`config.mk`:
```
export PLATFORM = sky130hd
export DESIGN_NAME = fifo_rd_packer
export DESIGN_NICKNAME = d
export VERILOG_FILES = /design/src/rtl/fifo_pkg.sv /design/src/rtl/fifo_rd_packer.sv
export SDC_FILE = /design/constraint.sdc
export NUM_CORES = 1
export LEC_CHECK = 0
export ABC_AREA = 1
export CELL_PAD_IN_SITES_DETAIL_PLACEMENT = 0
export CELL_PAD_IN_SITES_GLOBAL_PLACEMENT = 1
export CORE_ASPECT_RATIO = 1.1
export CORE_MARGIN = 3
export CORE_UTILIZATION = 25
export CTS_CLUSTER_DIAMETER = 50
export CTS_CLUSTER_SIZE = 25
export DETAILED_ROUTE_END_ITERATION = 7
export GPL_TIMING_DRIVEN = 0
export HOLD_SLACK_MARGIN = 0.05
export PLACE_DENSITY_LB_ADDON = 0.1
export SYNTH_ARGS = -nofsm -noshare
export SYNTH_HDL_FRONTEND = slang
export SYNTH_SLANG_ARGS = --single-unit
```
`constraint.sdc`:
```
create_clock -name rdclk -period 1.25 [get_ports rdclk]
set_input_delay 0.125 -clock rdclk [delete_from_list [all_inputs] [get_ports rdclk]]
set_output_delay 0.125 -clock rdclk [all_outputs]
set_load 0.02 [all_outputs]
```
`src/rtl/fifo_pkg.sv`:
```
// Shared defaults and helpers for the FIFO read-side packer.
package fifo_pkg;

    localparam int DEF_DATA_WIDTH = 8;
    localparam int DEF_PACK_NUM   = 4;

    // Ceiling log2, usable in constant expressions for counter widths.
    function automatic int clog2(input int value);
        int res;
        res = 0;
        for (int i = 0; i < 32; i++) begin
            if ((1 << res) < value) begin
                res = res + 1;
            end
        end
        return res;
    endfunction

endpackage

```
`src/rtl/fifo_rd_packer.sv`:
```
// Pops narrow entries from the FIFO read port and packs PACK_NUM of them into
// one wide word on a valid/ready interface; flush emits a partial word.
module fifo_rd_packer
    import fifo_pkg::*;
#(
    parameter int DATA_WIDTH = DEF_DATA_WIDTH,
    parameter int PACK_NUM   = DEF_PACK_NUM,
    localparam int OUT_WIDTH = DATA_WIDTH * PACK_NUM
) (
    input  logic                  rdclk,
    input  logic                  rd_rst,
    input  logic                  fifo_empty,
    output logic                  rd_en,
    input  logic [DATA_WIDTH-1:0] data_out,
    input  logic                  flush,
    output logic [OUT_WIDTH-1:0]  pk_data,
    output logic [PACK_NUM-1:0]   pk_keep,
    output logic                  pk_valid,
    input  logic                  pk_ready
);

    localparam int CNT_W = clog2(PACK_NUM) + 1;

    logic [CNT_W-1:0] iss_cnt;
    logic [CNT_W-1:0] fill_cnt;
    logic             flush_pend;
    logic             rd_vld;
    logic             handshake;
    logic             flush_hit;
    logic             flush_done;

    // Pop only while the word is still being gathered and no flush is draining it.
    assign rd_en = !rd_rst && !fifo_empty && !pk_valid && !flush_pend &&
                   (iss_cnt < CNT_W'(PACK_NUM));

    assign handshake  = pk_valid && pk_ready;
    // A flush matters only if something is held or in flight and no word is presented.
    assign flush_hit  = flush && !pk_valid && ((fill_cnt != '0) || (iss_cnt != '0));
    // Every issued pop has landed, so the partial word can go out.
    assign flush_done = flush_pend && !pk_valid && (iss_cnt == fill_cnt) && (fill_cnt != '0);

    // Control state: counters, read-valid pipeline, flush pending and output valid.
    always_ff @(posedge rdclk or posedge rd_rst) begin
        if (rd_rst) begin
            iss_cnt    <= '0;
            fill_cnt   <= '0;
            flush_pend <= 1'b0;
            rd_vld     <= 1'b0;
            pk_valid   <= 1'b0;
        end else begin
            rd_vld <= rd_en;
            if (rd_en) begin
                iss_cnt <= iss_cnt + CNT_W'(1);
            end
            if (rd_vld) begin
                fill_cnt <= fill_cnt + CNT_W'(1);
                if (fill_cnt == CNT_W'(PACK_NUM - 1)) begin
                    pk_valid <= 1'b1;
                end
            end
            if (flush_hit) begin
                flush_pend <= 1'b1;
            end
            if (flush_done) begin
                pk_valid <= 1'b1;
            end
            if (handshake) begin
                pk_valid   <= 1'b0;
                iss_cnt    <= '0;
                fill_cnt   <= '0;
                flush_pend <= 1'b0;
            end
        end
    end

    // Lane write decode: returning data lands in lane fill_cnt and marks its keep bit.
    always_ff @(posedge rdclk or posedge rd_rst) begin
        if (rd_rst) begin
            pk_data <= '0;
            pk_keep <= '0;
        end else begin
            for (int i = 0; i < PACK_NUM; i++) begin
                if (rd_vld && (fill_cnt == CNT_W'(i))) begin
                    pk_data[i*DATA_WIDTH +: DATA_WIDTH] <= data_out;
                    pk_keep[i]                          <= 1'b1;
                end
            end
            if (rd_vld && (fill_cnt == CNT_W'(PACK_NUM - 1))) begin
                pk_keep <= '1;
            end
            if (handshake) begin
                pk_keep <= '0;
            end
        end
    end

endmodule

```
==> results.py, run 1 <==
metrics = {
    "sta": {
        "hold_viol_final": 0,
        "max_clock_freq_ghz": 0.7653,
        "max_slew.worst_pin.slew_ns": 0.2863,
        "finClkSkew_ns": 0.01019,
        "timing.hold.ws_ns": 0.1103,
        "finalSetupViolCount": 1,
        "fin_crit_sh": 1.045,
        "setup_tns_ns": -0.05663,
        "rsz0062_at_grt": "true",
        "slew_violations": 0,
        "setup_slack_ns": -0.05663,
        "period_minus_slack_ns": 1.307,
        "slew_headroom": 0.8089,
    },
    "global_routing": {
        "grt_pass1_wl_um": 8459,
        "grt_overflow": 0,
        "grt_pass1_vias": 1519,
        "grt_max_degree": 36,
        "grt_use_total": 0.1207,
        "antenna_found_initial": 0,
    },
    "clock_network": {
        "clk_pin_slew_ns": 0.08,
        "cts_buffer_depth": 2,
        "cts_tree": "built",
        "hold_buffers": 0,
        "cts_sinks": 45,
        "cts_root_buf": "clkbuf_8",
        "clkLatencyLatePin_ns": 0.30,
        "h-tree-depth": 2,
        "cts_buffers": 5,
    },
    "yosys": {
        "synth_top_area_share": 0.5685,
        "synth.area.top_cells": "dfrtp_1 57%, nand2_1 8.5%, o21ai_1 5.8%",
        "netlist-cell-type-count": 24,
        "synth_edf_count": 0,
        "yosysWarningCount": 0,
        "syn_inst": 191,
        "synthFlopType": "dfrtp_1",
        "synth_seq_cells": 45,
        "synth_common_cells": "45 x dfrtp_1, 45 x nand2_1, 23 x o21ai_1, 18 x inv_1, 11 x o21ai_2",
        "yosysSeqAreaShare": 0.5685,
        "synth_async_sr_flop_share": 1.000,
        "yosysTopAreaCell": "dfrtp_1",
        "syn_area_sq_um": 1981,
        "synth_fp_nets": 211,
        "postSynthAreaPerCell_sq_um": 10.37,
    },
    "routing": {
        "wl_um": 5537,
        "ant_nets": 0,
        "vias": 1562,
        "initialDrtViolationCount": 34,
        "drc_errors": 0,
        "wl_per_cell_um": 14.80,
        "drt_first_pass_iters": 4,
        "viasPerCell": 4.176,
    },
    "critical_path": {
        "cp-end-kind": "output port",
        "critPathArrivalTime_ns": 1.18,
        "cp_cell_sequence": "inv_1 > nand4_1 > inv_2 > buf_6",
        "critical_path_class": "register to output port",
        "cpPeakStageDelay_ns": 0.38,
        "crit_fanout": 4,
        "cp.required_ns": 1.12,
        "crit_slowest_cell": "dfrtp_1",
        "start_kind": "register",
    },
    "floorplanning": {
        "start_util": 0.2607,
        "core-area_sq_um": 7597,
        "dieArea_sq_um": 9028,
        "fp-row-count": 33,
        "io-pin-count": 51,
        "dieWidth_um": 90.87,
        "die_h_um": 99.36,
    },
    "status": {
        "violations": "negative setup slack",
        "outcome": "complete, but fails checks",
    },
    "power": {
        "finalPower_uw": 6901,
        "power.density_nw_per_um2": 2128,
        "power.leakage_uw": 0.001453,
        "peakVddDrop_uv": 778.8,
    },
    "job": {
        "maxCapViolations": 0,
    },
    "placement": {
        "place_congestion": 0.7063,
        "io_buffers": 50,
        "placed_cell_area_sq_um": 2640,
        "dp_hpwl_um": 3613,
    },
    "final_layout": {
        "nets": 288,
        "fin_area_sq_um": 3243,
        "insertedDiodeCount": 0,
        "syn_to_final_growth_pct": 63.74,
        "drive_gt1_frac": 0.4275,
    },
    "hold_path": {
        "hp-class": "input pin to asynchronous set/reset pin",
    },
}
-- layout make-up --
type	instances	area, sq um
clock inverter	2	38.79
inverter	22	110.1
multi-input combinational	121	988.4
fill	790	4354
buffer	4	66.31
clock buffer	6	72.57
tap	105	131.4
sequential	45	1130
timing repair buffer	69	705.7
-- worst max-delay path: cells and delay by family, from the launching register on --
kind                   cells  cell delay, ns
buffers and inverters      3            0.33
DFF                        1            0.38
and+or+nand+nor            1            0.17
-- report_power, final --
part           internal, uW  leakage, uW  switching [uW]
registers              2000     0.000500             459
logic                  1440     0.000898            1880
clock network           601    0.0000554             517
-- routing by layer --
layer / share of wire / GRT usage / up-vias
met2: 0.49 / 0.1888 / 32
met5: 0 / 0 / -
li1: - / - / 777
met4: 0.014 / 0.03828 / 0
met3: 0.038 / 0.03253 / 6
met1: 0.46 / 0.1635 / 747
-- worst paths after layout --
kind / startpoint / to / slack [ns] / depth (start not counted)
worst max register to register: fill_cnt[0]$_DFFE_PP0N_ / pk_valid$_DFFE_PP0P_ / 0 / 6
worst min-delay path: rd_rst / iss_cnt[2]$_DFFE_PP0P_ / 0.11 / 2
worst min register to register: pk_data[1]$_DFFE_PP0P_ / pk_data[1]$_DFFE_PP0P_ / 0.49 / 2
max in group asynchronous: rd_rst / fill_cnt[0]$_DFFE_PP0N_ / 0.64 / 3
min in group rdclk: flush / flush_pend$_DFFE_PP0P_ / 0.41 / 3
worst max-delay path: flush_pend$_DFFE_PP0P_ / rd_en / -0.06 / 4
-- registers in the layout, indices dropped and copies added (netlist names) --
register    flops
fill_cnt        3
flush_pend      1
iss_cnt         3
pk_data        32
pk_keep         4
pk_valid        1
rd_vld          1
-- metrics by stage --
step                instances  worst slack [ns]  utilization
finish                    374          -0.05663       0.4269
global route              374           -0.1604       0.4269
CTS                       366           -0.1164       0.3822
detailed placement        347           -0.4876       0.3475
global placement          346            -1.062       0.3449
floorplan                 191         -0.005484            -
-- cells by family after synthesis --
| group | Yosys count | share of synthesized area |
|---|---|---|
| buf+inv | 27 | 0.07391 |
| flops | 45 | 0.5685 |
| simple gates | 70 | 0.1756 |
| fa+ha+maj | 7 | 0.04422 |
| compound gates | 42 | 0.1377 |
-- cells in the final DEF, fill, tap and decap left out, types with 2 or more instances in the layout --
| cell | n |
|---|---|
| dfrtp_1 | 42 |
| dlygate4sd2_1 | 36 |
| nand2_2 | 22 |
| o21ai_2 | 21 |
| nand2_1 | 18 |
| o21ai_1 | 15 |
| inv_1 | 12 |
| clkdlybuf4s50_1 | 12 |
| buf_4 | 9 |
| nand2_4 | 8 |
| nand3_1 | 7 |
| buf_6 | 5 |
| buf_12 | 5 |
| inv_2 | 5 |
| ha_4 | 5 |
| clkbuf_8 | 5 |
| nand2_8 | 4 |
| nor2_4 | 4 |
| nor2_1 | 4 |
| inv_4 | 3 |
| a21oi_2 | 3 |
| dfrtp_2 | 3 |
| nand3_4 | 2 |
| buf_8 | 2 |
| nand4_1 | 2 |
| ha_1 | 2 |
| clkbuf_16 | 2 |
-- what timing repair did --
item,in CTS,in global routing
gates resized for setup,70,68
setup endpoints to repair,76,40
pin swaps,7,5
setup buffers,11,4
hold endpoints to repair,0,0
cloned,1,4
Power figures use the tool's default switching activity.
==> inputs of run 2 (changes only) <==
--- a/config.mk
+++ b/config.mk
@@ -6,6 +6,7 @@
 export NUM_CORES = 1
 export LEC_CHECK = 0
 export ABC_AREA = 1
+export CAP_MARGIN = 10
 export CELL_PAD_IN_SITES_DETAIL_PLACEMENT = 0
 export CELL_PAD_IN_SITES_GLOBAL_PLACEMENT = 1
 export CORE_ASPECT_RATIO = 1.1
==> results of run 2 <==
No change in the layout: final DEF, timing and power equal those of run 1.
==> inputs of run 3 (changes only) <==
--- a/config.mk
+++ b/config.mk
@@ -18,6 +18,8 @@
 export GPL_TIMING_DRIVEN = 0
 export HOLD_SLACK_MARGIN = 0.05
 export PLACE_DENSITY_LB_ADDON = 0.1
+export RECOVER_POWER = 50
 export SYNTH_ARGS = -nofsm -noshare
 export SYNTH_HDL_FRONTEND = slang
 export SYNTH_SLANG_ARGS = --single-unit
+export TNS_END_PERCENT = 50
==> results.py, run 3 (same netlist as run 1, synthesis figures left out) <==
metrics = {
    "global_routing": {
        "antenna_found_initial": 0,
        "grt_pass1_vias": 1498,
        "grt_use_total": 0.1187,
        "grt_overflow": 0,
        "grt_pass1_wl_um": 8321,
        "grt_max_degree": 36,
    },
    "routing": {
        "initialDrtViolationCount": 37,
        "drt_first_pass_iters": 4,
        "viasPerCell": 4.097,
        "wl_per_cell_um": 14.48,
        "ant_nets": 0,
        "drc_errors": 0,
        "vias": 1528,
        "wl_um": 5402,
    },
    "final_layout": {
        "syn_to_final_growth_pct": 58.18,
        "regMostFlops": "pk_data",
        "final_cell_mix": "43 x dfrtp_1, 36 x dlygate4sd2_1, 28 x nand2_1",
        "fin_area_sq_um": 3133,
        "final_common_cell": "dfrtp_1",
        "insertedDiodeCount": 0,
        "largest_reg_flops": 32,
        "top_regs": "pk_data: 32 flops, pk_keep: 4 flops",
        "drive_gt1_frac": 0.3769,
        "nets": 287,
    },
    "power": {
        "peakVddDrop_uv": 778.1,
        "power.density_nw_per_um2": 2118,
        "clkPwrFrac": 0.169,
        "p_int_uw": 3951,
        "combPwrFrac": 0.466,
        "p_sw_uw": 2683,
        "p_sw_frac": 0.4044,
        "power_frac_seq": 0.365,
        "power.leakage_uw": 0.001440,
    },
    "critical_path": {
        "cpPeakStageDelay_ns": 0.40,
        "start_kind": "register",
        "cp_top_family": "flip-flops",
        "cp.required_ns": 1.12,
        "crit_path_frequent_cell": "inv_2",
        "crit_fanout": 4,
        "cp-end-kind": "output port",
        "crit_slowest_cell": "dfrtp_1",
        "critPathArrivalTime_ns": 1.19,
        "critical_path_class": "register to output port",
        "cp_num_buf_inv": 3,
        "cp_cell_sequence": "inv_2 > nand4_1 > inv_2 > buf_6",
    },
    "placement": {
        "io_buffers": 50,
        "place_congestion": 0.7063,
        "placed_cell_area_sq_um": 2640,
        "dp_hpwl_um": 3613,
    },
    "sta": {
        "slew_violations": 0,
        "fin_crit_sh": 1.049,
        "rsz0062_at_grt": "true",
        "slew_headroom": 0.6663,
        "max_clock_freq_ghz": 0.7626,
        "period_minus_slack_ns": 1.311,
        "max_slew.worst_pin.slew_ns": 0.5005,
        "hold_viol_final": 0,
        "setup_slack_ns": -0.06134,
        "timing.hold.ws_ns": 0.08611,
        "finalSetupViolCount": 16,
        "finClkSkew_ns": 0.009594,
    },
    "clock_network": {
        "cts_buffers": 5,
        "cts_tree": "built",
        "h-tree-depth": 2,
        "clk_pin_slew_ns": 0.08,
        "cts_root_buf": "clkbuf_8",
        "cts_buffer_depth": 2,
        "clkLatencyLatePin_ns": 0.30,
        "hold_buffers": 0,
        "cts_sinks": 45,
    },
    "floorplanning": {
        "die_h_um": 99.36,
        "io-pin-count": 51,
        "dieWidth_um": 90.87,
        "start_util": 0.2607,
        "core-area_sq_um": 7597,
        "dieArea_sq_um": 9028,
        "fp-row-count": 33,
    },
    "status": {
        "outcome": "complete, but fails checks",
        "violations": "negative setup slack",
    },
    "job": {
        "maxCapViolations": 0,
    },
    "hold_path": {
        "hp-class": "input pin to asynchronous set/reset pin",
    },
}
## run 3: final timing paths
kind                                          from                       to  slack, ns  cells after the start
max                         iss_cnt[2]$_DFFE_PP0P_                    rd_en      -0.06                      4
max reg2reg                fill_cnt[0]$_DFFE_PP0N_  pk_data[25]$_DFFE_PP0P_      -0.03                      6
min                                         rd_rst   iss_cnt[2]$_DFFE_PP0P_       0.09                      2
min reg2reg                pk_data[15]$_DFFE_PP0P_  pk_data[15]$_DFFE_PP0P_       0.49                      2
max in group asynchronous                   rd_rst  fill_cnt[1]$_DFFE_PP0N_       0.36                      3
min in group rdclk                           flush   flush_pend$_DFFE_PP0P_       0.40                      3
## run 3: routing by layer
layer | track usage | part of all wire | routed length, um
met3 | 0.03253 | 0.036 | 195
met1 | 0.1587 | 0.47 | 2515
met5 | 0 | 0 | 0
met2 | 0.1877 | 0.48 | 2617
met4 | 0.03828 | 0.014 | 74
## run 3: area by class of cell
class                   count  area, sq um
flip-flops and latches     45         1129
repair buffers             70        691.9
clock inverters             2        38.79
fillers                   797         4464
inverters                  22        100.1
multi-input cells         119        903.4
plain buffers               4        66.31
clock buffers               6        72.57
well taps                 105        131.4
## run 3: what timing repair did
action	4_1_cts	5_1_grt
gates resized for setup	63	56
setup endpoints to repair	76	40
cloned	1	2
buffers inserted	7	9
pin swaps	3	6
## run 3: worst register-to-register path: stages, from the launching register on
cell and delay, ns:
dfrtp_1 0.43, ha_2 0.23, ha_4 0.16, nand2_8 0.09
buf_8 0.15, nand2_1 0.05, o21ai_1 0.06
## run 3: power groups by stage
| stage | sequential, uW | combinational (uW) | clock [uW] |
|---|---|---|---|
| floorplan | 2900 | 1190 | 0 |
| global placement | 2420 | 2960 | 0 |
| finish | 2420 | 3090 | 1120 |
| global route | 2490 | 3390 | 1200 |
| detailed placement | 2400 | 2980 | 0 |
| CTS | 2380 | 2830 | 1150 |
## run 3: metrics by stage
step / TNS [ns] / util / setup slack (ns) / std cells / power, uW
global route: -2.140 / 0.4124 / -0.1604 / 373 / 7078
finish: -0.3171 / 0.4124 / -0.06134 / 373 / 6634
CTS: -0.3887 / 0.3730 / -0.1458 / 362 / 6359
detailed placement: -4.107 / 0.3475 / -0.4876 / 347 / 5387
floorplan: -0.005484 / - / -0.005484 / 191 / 4086
global placement: -52.05 / 0.3449 / -1.062 / 346 / 5381
